[src/rtl/rv_multicycle_ctrl_pkg.sv]
// Shared RV32I instruction constants, sequencer state encoding and the
// illegal-instruction classifier used by the multi-cycle control unit.
package rv_multicycle_ctrl_pkg;

    // Major opcodes, instr[6:2]
    localparam logic [4:0] OPC_OP     = 5'b01100;
    localparam logic [4:0] OPC_OPIMM  = 5'b00100;
    localparam logic [4:0] OPC_BRANCH = 5'b11000;
    localparam logic [4:0] OPC_AUIPC  = 5'b00101;
    localparam logic [4:0] OPC_LUI    = 5'b01101;
    localparam logic [4:0] OPC_JALR   = 5'b11001;
    localparam logic [4:0] OPC_JAL    = 5'b11011;

    // funct3 encodings that matter to decode
    localparam logic [2:0] F3_ADD_SUB = 3'b000;
    localparam logic [2:0] F3_SLL     = 3'b001;
    localparam logic [2:0] F3_SRL_SRA = 3'b101;
    localparam logic [2:0] F3_B_RSV0  = 3'b010;
    localparam logic [2:0] F3_B_RSV1  = 3'b011;

    // funct7 encodings
    localparam logic [6:0] F7_BASE = 7'b0000000;
    localparam logic [6:0] F7_ALT  = 7'b0100000;

    // Write-back source select
    localparam logic [1:0] WB_ALU = 2'd0;
    localparam logic [1:0] WB_PC4 = 2'd1;
    localparam logic [1:0] WB_IMM = 2'd2;

    typedef enum logic [2:0] {
        FETCH  = 3'd0,
        DECODE = 3'd1,
        EXEC   = 3'd2,
        WB     = 3'd3,
        TRAP   = 3'd4
    } state_t;

    // True when the instruction is outside the supported RV32I subset
    function automatic logic is_illegal(input logic [6:0] opc7,
                                        input logic [2:0] f3,
                                        input logic [6:0] f7);
        logic ill;
        ill = 1'b0;
        if (opc7[1:0] != 2'b11) ill = 1'b1;
        case (opc7[6:2])
            OPC_OP: begin
                if (f7 != F7_BASE && f7 != F7_ALT) ill = 1'b1;
                if (f7 == F7_ALT && f3 != F3_ADD_SUB && f3 != F3_SRL_SRA) ill = 1'b1;
            end
            OPC_OPIMM: begin
                if (f3 == F3_SLL && f7 != F7_BASE) ill = 1'b1;
                if (f3 == F3_SRL_SRA && f7 != F7_BASE && f7 != F7_ALT) ill = 1'b1;
            end
            OPC_BRANCH: begin
                if (f3 == F3_B_RSV0 || f3 == F3_B_RSV1) ill = 1'b1;
            end
            OPC_AUIPC, OPC_LUI, OPC_JALR, OPC_JAL: ;
            default: ill = 1'b1;
        endcase
        return ill;
    endfunction

endpackage

[src/rtl/rv_imm_gen.sv]
// Immediate extraction: picks the I/B/U/J format from the major opcode and
// returns the sign-extended 32-bit immediate; R-type and unknown give 0.
module rv_imm_gen
    import rv_multicycle_ctrl_pkg::*;
(
    input  logic [31:0] instr,
    output logic [31:0] imm
);

    // The size bits instr[1:0] do not affect the immediate
    logic unused_size_bits;
    assign unused_size_bits = ^instr[1:0];

    // Format selection by major opcode
    always_comb begin
        imm = 32'd0;
        case (instr[6:2])
            OPC_OPIMM, OPC_JALR:
                imm = {{20{instr[31]}}, instr[31:20]};
            OPC_BRANCH:
                imm = {{19{instr[31]}}, instr[31], instr[7], instr[30:25], instr[11:8], 1'b0};
            OPC_AUIPC, OPC_LUI:
                imm = {instr[31:12], 12'd0};
            OPC_JAL:
                imm = {{11{instr[31]}}, instr[31], instr[19:12], instr[20], instr[30:21], 1'b0};
            default:
                imm = 32'd0;
        endcase
    end

endmodule

[src/rtl/rv_multicycle_ctrl.sv]
// Multi-cycle RV32I sequencer: FETCH -> DECODE -> EXEC -> WB, with a sticky
// TRAP state for unsupported encodings. Owns the PC and the fetch handshake.
module rv_multicycle_ctrl
    import rv_multicycle_ctrl_pkg::*;
#(
    parameter logic [31:0] RESET_PC = 32'h0000_0000,
    parameter int          XLEN     = 32
) (
    input  logic            clk,
    input  logic            reset,
    output logic            imem_req,
    output logic [XLEN-1:0] imem_addr,
    input  logic            imem_ack,
    input  logic [31:0]     imem_rdata,
    output logic [4:0]      rf_raddr1,
    output logic [4:0]      rf_raddr2,
    output logic [4:0]      rf_waddr,
    output logic            rf_we,
    output logic            alu_a_sel,
    output logic            alu_b_sel,
    output logic [2:0]      alu_funct3,
    output logic            alu_alt,
    output logic [XLEN-1:0] imm,
    output logic [1:0]      wb_sel,
    input  logic            cmp_taken,
    input  logic [XLEN-1:0] alu_result,
    output logic [XLEN-1:0] pc,
    output logic            trap
);

    state_t            state_q, state_d;
    logic [31:0]       instr_p1;
    logic [XLEN-1:0]   target_p2;
    logic              taken_p2;
    logic [XLEN-1:0]   pc_next;
    logic              req_en_q;
    logic [4:0]        opc;
    logic [2:0]        f3;

    assign opc       = instr_p1[6:2];
    assign f3        = instr_p1[14:12];
    assign imem_addr = pc;
    assign rf_raddr1 = instr_p1[19:15];
    assign rf_raddr2 = instr_p1[24:20];
    assign rf_waddr  = instr_p1[11:7];

    rv_imm_gen u_imm_gen (
        .instr (instr_p1),
        .imm   (imm)
    );

    // Control state, PC and latched instruction; req_en_q keeps the request
    // low for the first cycle after reset so a late ack cannot be taken
    always_ff @(posedge clk) begin
        if (reset) begin
            state_q  <= FETCH;
            pc       <= RESET_PC;
            instr_p1 <= 32'd0;
            req_en_q <= 1'b0;
        end else begin
            state_q  <= state_d;
            req_en_q <= 1'b1;
            if (state_q == FETCH && imem_req && imem_ack) instr_p1 <= imem_rdata;
            if (state_q == WB) pc <= pc_next;
        end
    end

    // EXEC stage: capture jump/branch target and branch outcome for WB
    always_ff @(posedge clk) begin
        if (state_q == EXEC) begin
            target_p2 <= (opc == OPC_JALR) ? {alu_result[XLEN-1:1], 1'b0} : alu_result;
            taken_p2  <= cmp_taken;
        end
    end

    // Next PC chosen in WB from the captured target or the fall-through
    always_comb begin
        pc_next = pc + XLEN'(4);
        case (opc)
            OPC_JAL, OPC_JALR: pc_next = target_p2;
            OPC_BRANCH:        if (taken_p2) pc_next = target_p2;
            default:           ;
        endcase
    end

    // Sequencer next state and per-state control outputs
    always_comb begin
        state_d    = state_q;
        imem_req   = 1'b0;
        rf_we      = 1'b0;
        alu_a_sel  = 1'b0;
        alu_b_sel  = 1'b0;
        alu_funct3 = F3_ADD_SUB;
        alu_alt    = 1'b0;
        wb_sel     = WB_ALU;
        trap       = 1'b0;
        case (state_q)
            FETCH: begin
                imem_req = req_en_q;
                if (req_en_q && imem_ack) state_d = DECODE;
            end
            DECODE: begin
                state_d = is_illegal(instr_p1[6:0], f3, instr_p1[31:25]) ? TRAP : EXEC;
            end
            EXEC: begin
                case (opc)
                    OPC_OP: begin
                        alu_funct3 = f3;
                        alu_alt    = instr_p1[30];
                    end
                    OPC_OPIMM: begin
                        alu_b_sel  = 1'b1;
                        alu_funct3 = f3;
                        alu_alt    = (f3 == F3_SRL_SRA) && instr_p1[30];
                    end
                    OPC_AUIPC, OPC_JAL, OPC_BRANCH: begin
                        alu_a_sel = 1'b1;
                        alu_b_sel = 1'b1;
                    end
                    OPC_JALR: alu_b_sel = 1'b1;
                    default:  ;
                endcase
                state_d = WB;
            end
            WB: begin
                rf_we = (opc != OPC_BRANCH) && (rf_waddr != 5'd0);
                case (opc)
                    OPC_JAL, OPC_JALR: wb_sel = WB_PC4;
                    OPC_LUI:           wb_sel = WB_IMM;
                    default:           wb_sel = WB_ALU;
                endcase
                state_d = FETCH;
            end
            TRAP: trap = 1'b1;
            default: state_d = TRAP;
        endcase
    end

endmodule

[config.mk]
export PLATFORM = sky130hd
export DESIGN_NAME = rv_multicycle_ctrl
export DESIGN_NICKNAME = d
export VERILOG_FILES = /design/src/rtl/rv_multicycle_ctrl_pkg.sv /design/src/rtl/rv_imm_gen.sv /design/src/rtl/rv_multicycle_ctrl.sv
export SDC_FILE = /design/constraint.sdc
export NUM_CORES = 1
export LEC_CHECK = 0
export CAP_MARGIN = 20
export CORE_ASPECT_RATIO = 1.1
export CORE_MARGIN = 2
export CORE_UTILIZATION = 45
export CTS_CLUSTER_DIAMETER = 80
export DETAILED_ROUTE_END_ITERATION = 8
export PLACE_DENSITY = 0.8
export SETUP_SLACK_MARGIN = 0.2
export SYNTH_ARGS = -nofsm -noshare
export SYNTH_HDL_FRONTEND = slang
export SYNTH_HIERARCHICAL = 1
export SYNTH_SLANG_ARGS = --single-unit
[constraint.sdc]
create_clock -name clk -period 2.3 [get_ports clk]
set_input_delay 0.345 -clock clk [delete_from_list [all_inputs] [get_ports clk]]
set_output_delay 0.345 -clock clk [all_outputs]
set_load 0.02 [all_outputs]
==> impl_metrics.json, run 1 <==
{
  "status": "finished, final reports clean",
  "hpwl_mm": 11.6,
  "globalplace.congestion": 0.933,
  "synth_top_family_by_area": "simple AND/OR/NAND/NOR gates",
  "rsz0062_at_grt": "yes",
  "synthFlopType": "dfxtp_1",
  "clock_path_buffers": 2,
  "avgSynthCellArea_sq_um": 8.67,
  "power.internal_mw": 3.00,
  "critPathLaunchType": "register",
  "ys_top_cells_by_area": "dfxtp_1 25%, edfxtp_1 18%, buf_4 6.6%",
  "synth_seq_cells": 101,
  "syn_area_sq_mm": 0.00546,
  "die_area_sq_mm": 0.0130,
  "clock-sinks": 101,
  "min_path_type": "primary input to register",
  "tightest_slew_ps": 508,
  "drc_errors": 0,
  "synth_edf_count": 33,
  "drt_first_pass_iters": 7,
  "async_flop_share_pct": 0,
  "max_slew_margin_pct": 66.2,
  "seq_area_frac_synth_pct": 43.1,
  "fp.coreArea_sq_mm": 0.0119,
  "r2r-start": "imem_addr[14]",
  "dieHeight_um": 120,
  "worstPathRequired_ps": 1960,
  "synthMuxAreaShare_pct": 1.67,
  "grt_first_pass_wirelength_mm": 25.8,
  "maxSlewViolCount": 0,
  "ys_warn_count": 6,
  "cap_violations": 0,
  "synth.most_common_cell": "nand2_1",
  "cts.htree.levels": 3,
  "skew_ps": 6.91,
  "dp.cells": 914,
  "drive_above_1_share_pct": 20.4,
  "arrival_ps": 1910,
  "ff2ff_setup_slack_ps": 330,
  "synth_compound_area_share_pct": 18.6,
  "antenna_left": 0,
  "holdBufCountCts": 0,
  "ir_worst_vdd_mv": 0.312,
  "antenna_found_initial": 0,
  "path_clk_slew_ps": 60,
  "power_frac_clock_pct": 36.9,
  "synth_largest_area_cell": "dfxtp_1",
  "critPathMaxFanout": 5,
  "period_share_pct": 98.1,
  "setup_viol": 0,
  "fin_total_pwr_mw": 3.97,
  "worstHoldStart": "reset",
  "avgViaCountPerCell": 5.77,
  "post-route-util_pct": 66.8,
  "grt_max_degree": 46,
  "drt_iter0_drc": 382,
  "synth_fp_nets": 699,
  "end_kind": "primary output",
  "p_comb_share_pct": 13.8,
  "power_density_mw_per_mm2": 499,
  "fin_cells": 959,
  "synth_xor_area_share_pct": 0.160,
  "yosys-top-cells-count": "96 x nand2_1, 68 x dfxtp_1, 59 x a21oi_1",
  "final_nets": 869,
  "diodes": 0,
  "cts_root_buffer": "clkbuf_16",
  "routedWlPerCell_um": 18.2,
  "switchingPower_mw": 0.969,
  "postLayoutSetupSlackWorst_ps": 42.6,
  "hold_violations": 0,
  "yosysTopAreaCellShare_pct": 24.9,
  "port_buffers": 189,
  "synthAdderAreaFrac_pct": 0.229,
  "min_delay_path_depth": 2,
  "worst-setup-path-type": "register to primary output",
  "start_util_pct": 45.8,
  "track_usage_pct": 25.0,
  "area_growth_pct": 45.8,
  "ys_types": 72,
  "leakage_nw": 2.97,
  "die_x_um": 109,
  "startpoint": "instr_p1[6]",
  "synth-simple-area-share_pct": 25.7,
  "grt_pass1_vias": 5207,
  "worstReg2RegEnd": "imem_addr[31]",
  "placementRows": 42,
  "whs_ps": 381,
  "io_pins": 190,
  "num_vias": 5532,
  "grt_overflow": 0,
  "pre_cts_ws_ps": -67.7,
  "min_period_ps": 2260,
  "pwr-share-seq_pct": 49.2,
  "fmax_mhz": 443,
  "wl_mm": 17.5,
  "hold_path_end": "req_en_q",
  "cts_tree": "done",
  "syn_inst": 630,
  "ff2ff_path_depth": 5,
  "numCtsBuffers": 9,
  "switching_share_pct": 24.4,
  "insertion_delay_ps": 340
}
metal layers:
| metal | share of wire (%) | global-route usage (%) | wire length [um] | vias to the layer above |
|---|---|---|---|---|
| met4 | 3.4 | 11.6 | 603 | 0 |
| li1 | - | - | - | 2572 |
| met1 | 36 | 28.3 | 6350 | 2601 |
| met3 | 9.1 | 6.74 | 1590 | 47 |
| met2 | 51 | 43.2 | 8950 | 312 |
| met5 | 0 | 0 | 0 | - |
power groups by stage:
stage                     sequential [mW]  combinational [mW]  clock (mW)
final                                1.95               0.550        1.47
after global routing                 1.96               0.581        1.58
after CTS                            1.95               0.516        1.50
after detailed placement             1.99               0.493           0
after floorplan                      2.00               0.246           0
after global placement               1.99               0.482           0
cells by family after synthesis:
logic type	after synthesis
muxes	9
buffers and inverters	97
AOI/OAI and AO/OA	159
and+or+nand+nor	262
DFF	101
adders and majority gates	1
xor gates and xnor gates	1
worst max path at each step:
stage | endpoint | slack, ps
finish | imm[18] | 40
global route | imm[18] | -6
global placement | imm[29] | 60
detailed placement | imm[22] | -70
CTS | imm[18] | 1
floorplan | rf_we | 310
flip-flops by register name, summed over array words and instances, names as in the netlist:
| register | flops |
|---|---|
| imem_addr | 32 |
| instr_p1 | 32 |
| req_en_q | 1 |
| state_q | 3 |
| taken_p2 | 1 |
| target_p2 | 32 |
through the flow:
| step | instance area, sq um | TNS [ps] |
|---|---|---|
| global route | 7960 | -6.33 |
| floorplan | 5460 | 0 |
| detailed placement | 7240 | -466 |
| global placement | 7240 | 0 |
| finish | 7960 | 0 |
| CTS | 7640 | 0 |
worst max-delay path, stage by stage, from the launching register on:
cell and delay [ps]:
dfxtp_4 350, or4b_4 540, a21oi_4 170, buf_6 130
buf_6 100, buf_6 80, a21o_1 90, buf_6 120
layout make-up:
type,instances,area (sq um)
clock buffers,13,272
clock inverters,3,17.5
fillers,930,3970
inverters,8,30.0
multi-input cells,433,2680
flip-flops and latches,101,2370
well taps,154,193
repair buffers,247,2400
placed cells by master, fill, tap and decap left out, drive strengths merged, types with 15 or more instances in the layout:
cell type	n
clkdlybuf4s50	146
nand2	96
buf	96
dfxtp	68
a21oi	60
edfxtp	33
o21ai	33
nor3	30
nor2	28
and2	22
a22o	19
nand3	16
clkbuf	15
timing repair:
| item | CTS | global route |
|---|---|---|
| gates cloned | 1 | 0 |
| resized for setup | 195 | 81 |
| buffers inserted | 16 | 12 |
| endpoints found under the setup margin | 54 | 47 |
| pin swaps | 9 | 14 |
Note: power is estimated with default switching activity, not from simulation.
==> inputs of run 2 (changes only) <==
- CORE_UTILIZATION: 45 -> 40
- CTS_CLUSTER_DIAMETER: 80 -> 100
- PLACE_DENSITY: 0.8 -> 0.72
- SKIP_LAST_GASP: unset -> 1
==> impl_metrics.json, run 2 (same netlist as run 1, synthesis figures left out) <==
{
  "grt_pass1_vias": 5159,
  "drive_above_1_share_pct": 18.7,
  "critPathMaxFanout": 5,
  "postLayoutSetupSlackWorst_ps": 29.7,
  "fin_total_pwr_mw": 4.03,
  "power.internal_mw": 3.06,
  "worst_path_max_delay_cell": "or4b_4",
  "end_kind": "primary output",
  "dieHeight_um": 127,
  "die_area_sq_mm": 0.0146,
  "fmax_mhz": 440,
  "io_pins": 190,
  "crit_family": "simple AND/OR/NAND/NOR gates",
  "switching_share_pct": 24.1,
  "num_vias": 5357,
  "p_comb_share_pct": 13.0,
  "cap_violations": 0,
  "grt_overflow": 0,
  "min_path_type": "primary input to register",
  "cp.buffers_inverters": 3,
  "port_buffers": 189,
  "wl_mm": 16.6,
  "crit_path_frequent_cell": "buf_6",
  "arrival_ps": 1930,
  "worst-setup-path-type": "register to primary output",
  "maxSlewViolCount": 0,
  "max_stage_delay_ps": 540,
  "crit_chain": "or4b_4, a21oi_4, buf_6, buf_6, a21o_1, buf_6",
  "power_density_mw_per_mm2": 519,
  "avgViaCountPerCell": 5.52,
  "leakage_nw": 2.85,
  "antenna_found_initial": 0,
  "placementRows": 44,
  "status": "finished, final reports clean",
  "clock_path_buffers": 2,
  "final_cell_mix": "145 x clkdlybuf4s50_1, 96 x nand2_1, 59 x a21oi_1, 59 x dfxtp_1, 35 x buf_4",
  "critPathLaunchType": "register",
  "ir_worst_vdd_mv": 0.291,
  "hpwl_mm": 11.3,
  "final_common_cell": "clkdlybuf4s50_1",
  "worstPathRequired_ps": 1960,
  "setup_viol": 0,
  "insertion_delay_ps": 340,
  "cts_tree": "done",
  "drt_first_pass_iters": 5,
  "rsz0062_at_grt": "yes",
  "max_slew_margin_pct": 48.0,
  "period_share_pct": 98.7,
  "grt_max_degree": 69,
  "fp.coreArea_sq_mm": 0.0133,
  "diodes": 0,
  "globalplace.congestion": 0.894,
  "antenna_left": 0,
  "numCtsBuffers": 9,
  "hold_violations": 0,
  "power_frac_clock_pct": 38.6,
  "drt_iter0_drc": 470,
  "start_util_pct": 41.2,
  "area_growth_pct": 42.3,
  "path_clk_slew_ps": 70,
  "drc_errors": 0,
  "final_nets": 851,
  "nFillCells": 1187,
  "tightest_slew_ps": 780,
  "pre_cts_ws_ps": -81.2,
  "track_usage_pct": 21.8,
  "cts.htree.levels": 3,
  "cts_root_buffer": "clkbuf_16",
  "whs_ps": 390,
  "grt_first_pass_wirelength_mm": 25.5,
  "routedWlPerCell_um": 17.1,
  "clock-sinks": 101,
  "switchingPower_mw": 0.970,
  "min_period_ps": 2270,
  "die_x_um": 115,
  "skew_ps": 6.59,
  "pwr-share-seq_pct": 48.5
}
## run 2: routing by layer
layer	vias up	part of all wire (%)	track usage, %
li1	2542	-	-
met1	2529	41	26.5
met2	250	49	36.8
met3	36	7.5	4.63
met4	0	2.9	9.57
met5	-	0	0
## run 2: final timing paths
kind              slack, ps  depth (start not counted)            end     startpoint
setup reg to reg        310                          5  imem_addr[29]  imem_addr[16]
hold / removal          390                          2       req_en_q          reset
setup / recovery         30                          6        imm[16]    instr_p1[6]
hold reg to reg         470                          2    instr_p1[0]    instr_p1[0]
## run 2: timing repair
item,in CTS,in global routing
endpoints found under the setup margin,43,45
gates resized for setup,180,83
buffers inserted,5,7
hold buffers,0,0
pin swaps,4,18
cloned,2,1
## run 2: layout make-up
| cell class | count | area, sq um | share of cell area (%) |
|---|---|---|---|
| multi-input cells | 435 | 2680 | 34.4 |
| flip-flops and latches | 101 | 2370 | 30.5 |
| repair buffers | 227 | 2150 | 27.7 |
| clock buffers | 13 | 293 | 3.77 |
| well taps | 184 | 230 | 2.96 |
| inverters | 8 | 30.0 | 0.386 |
| clock inverters | 3 | 22.5 | 0.290 |
## run 2: power groups by stage
stage          combinational (mW)  sequential, mW  clock, mW
4_1_cts                     0.505            1.96       1.61
5_1_grt                     0.559            1.96       1.68
6_report                    0.523            1.96       1.56
2_1_floorplan               0.246            2.00          0
3_3_place_gp                0.482            1.99          0
3_5_place_dp                0.490            1.99          0
## run 2: through the flow
step                util (%)  cell area [sq um]  setup TNS (ps)  instances
floorplan                  -               5460               0        630
global placement        54.7               7260               0        940
detailed placement      54.7               7260            -152        940
CTS                     57.5               7630               0        963
global route            58.6               7770           -40.0        971
finish                  58.6               7770               0        971
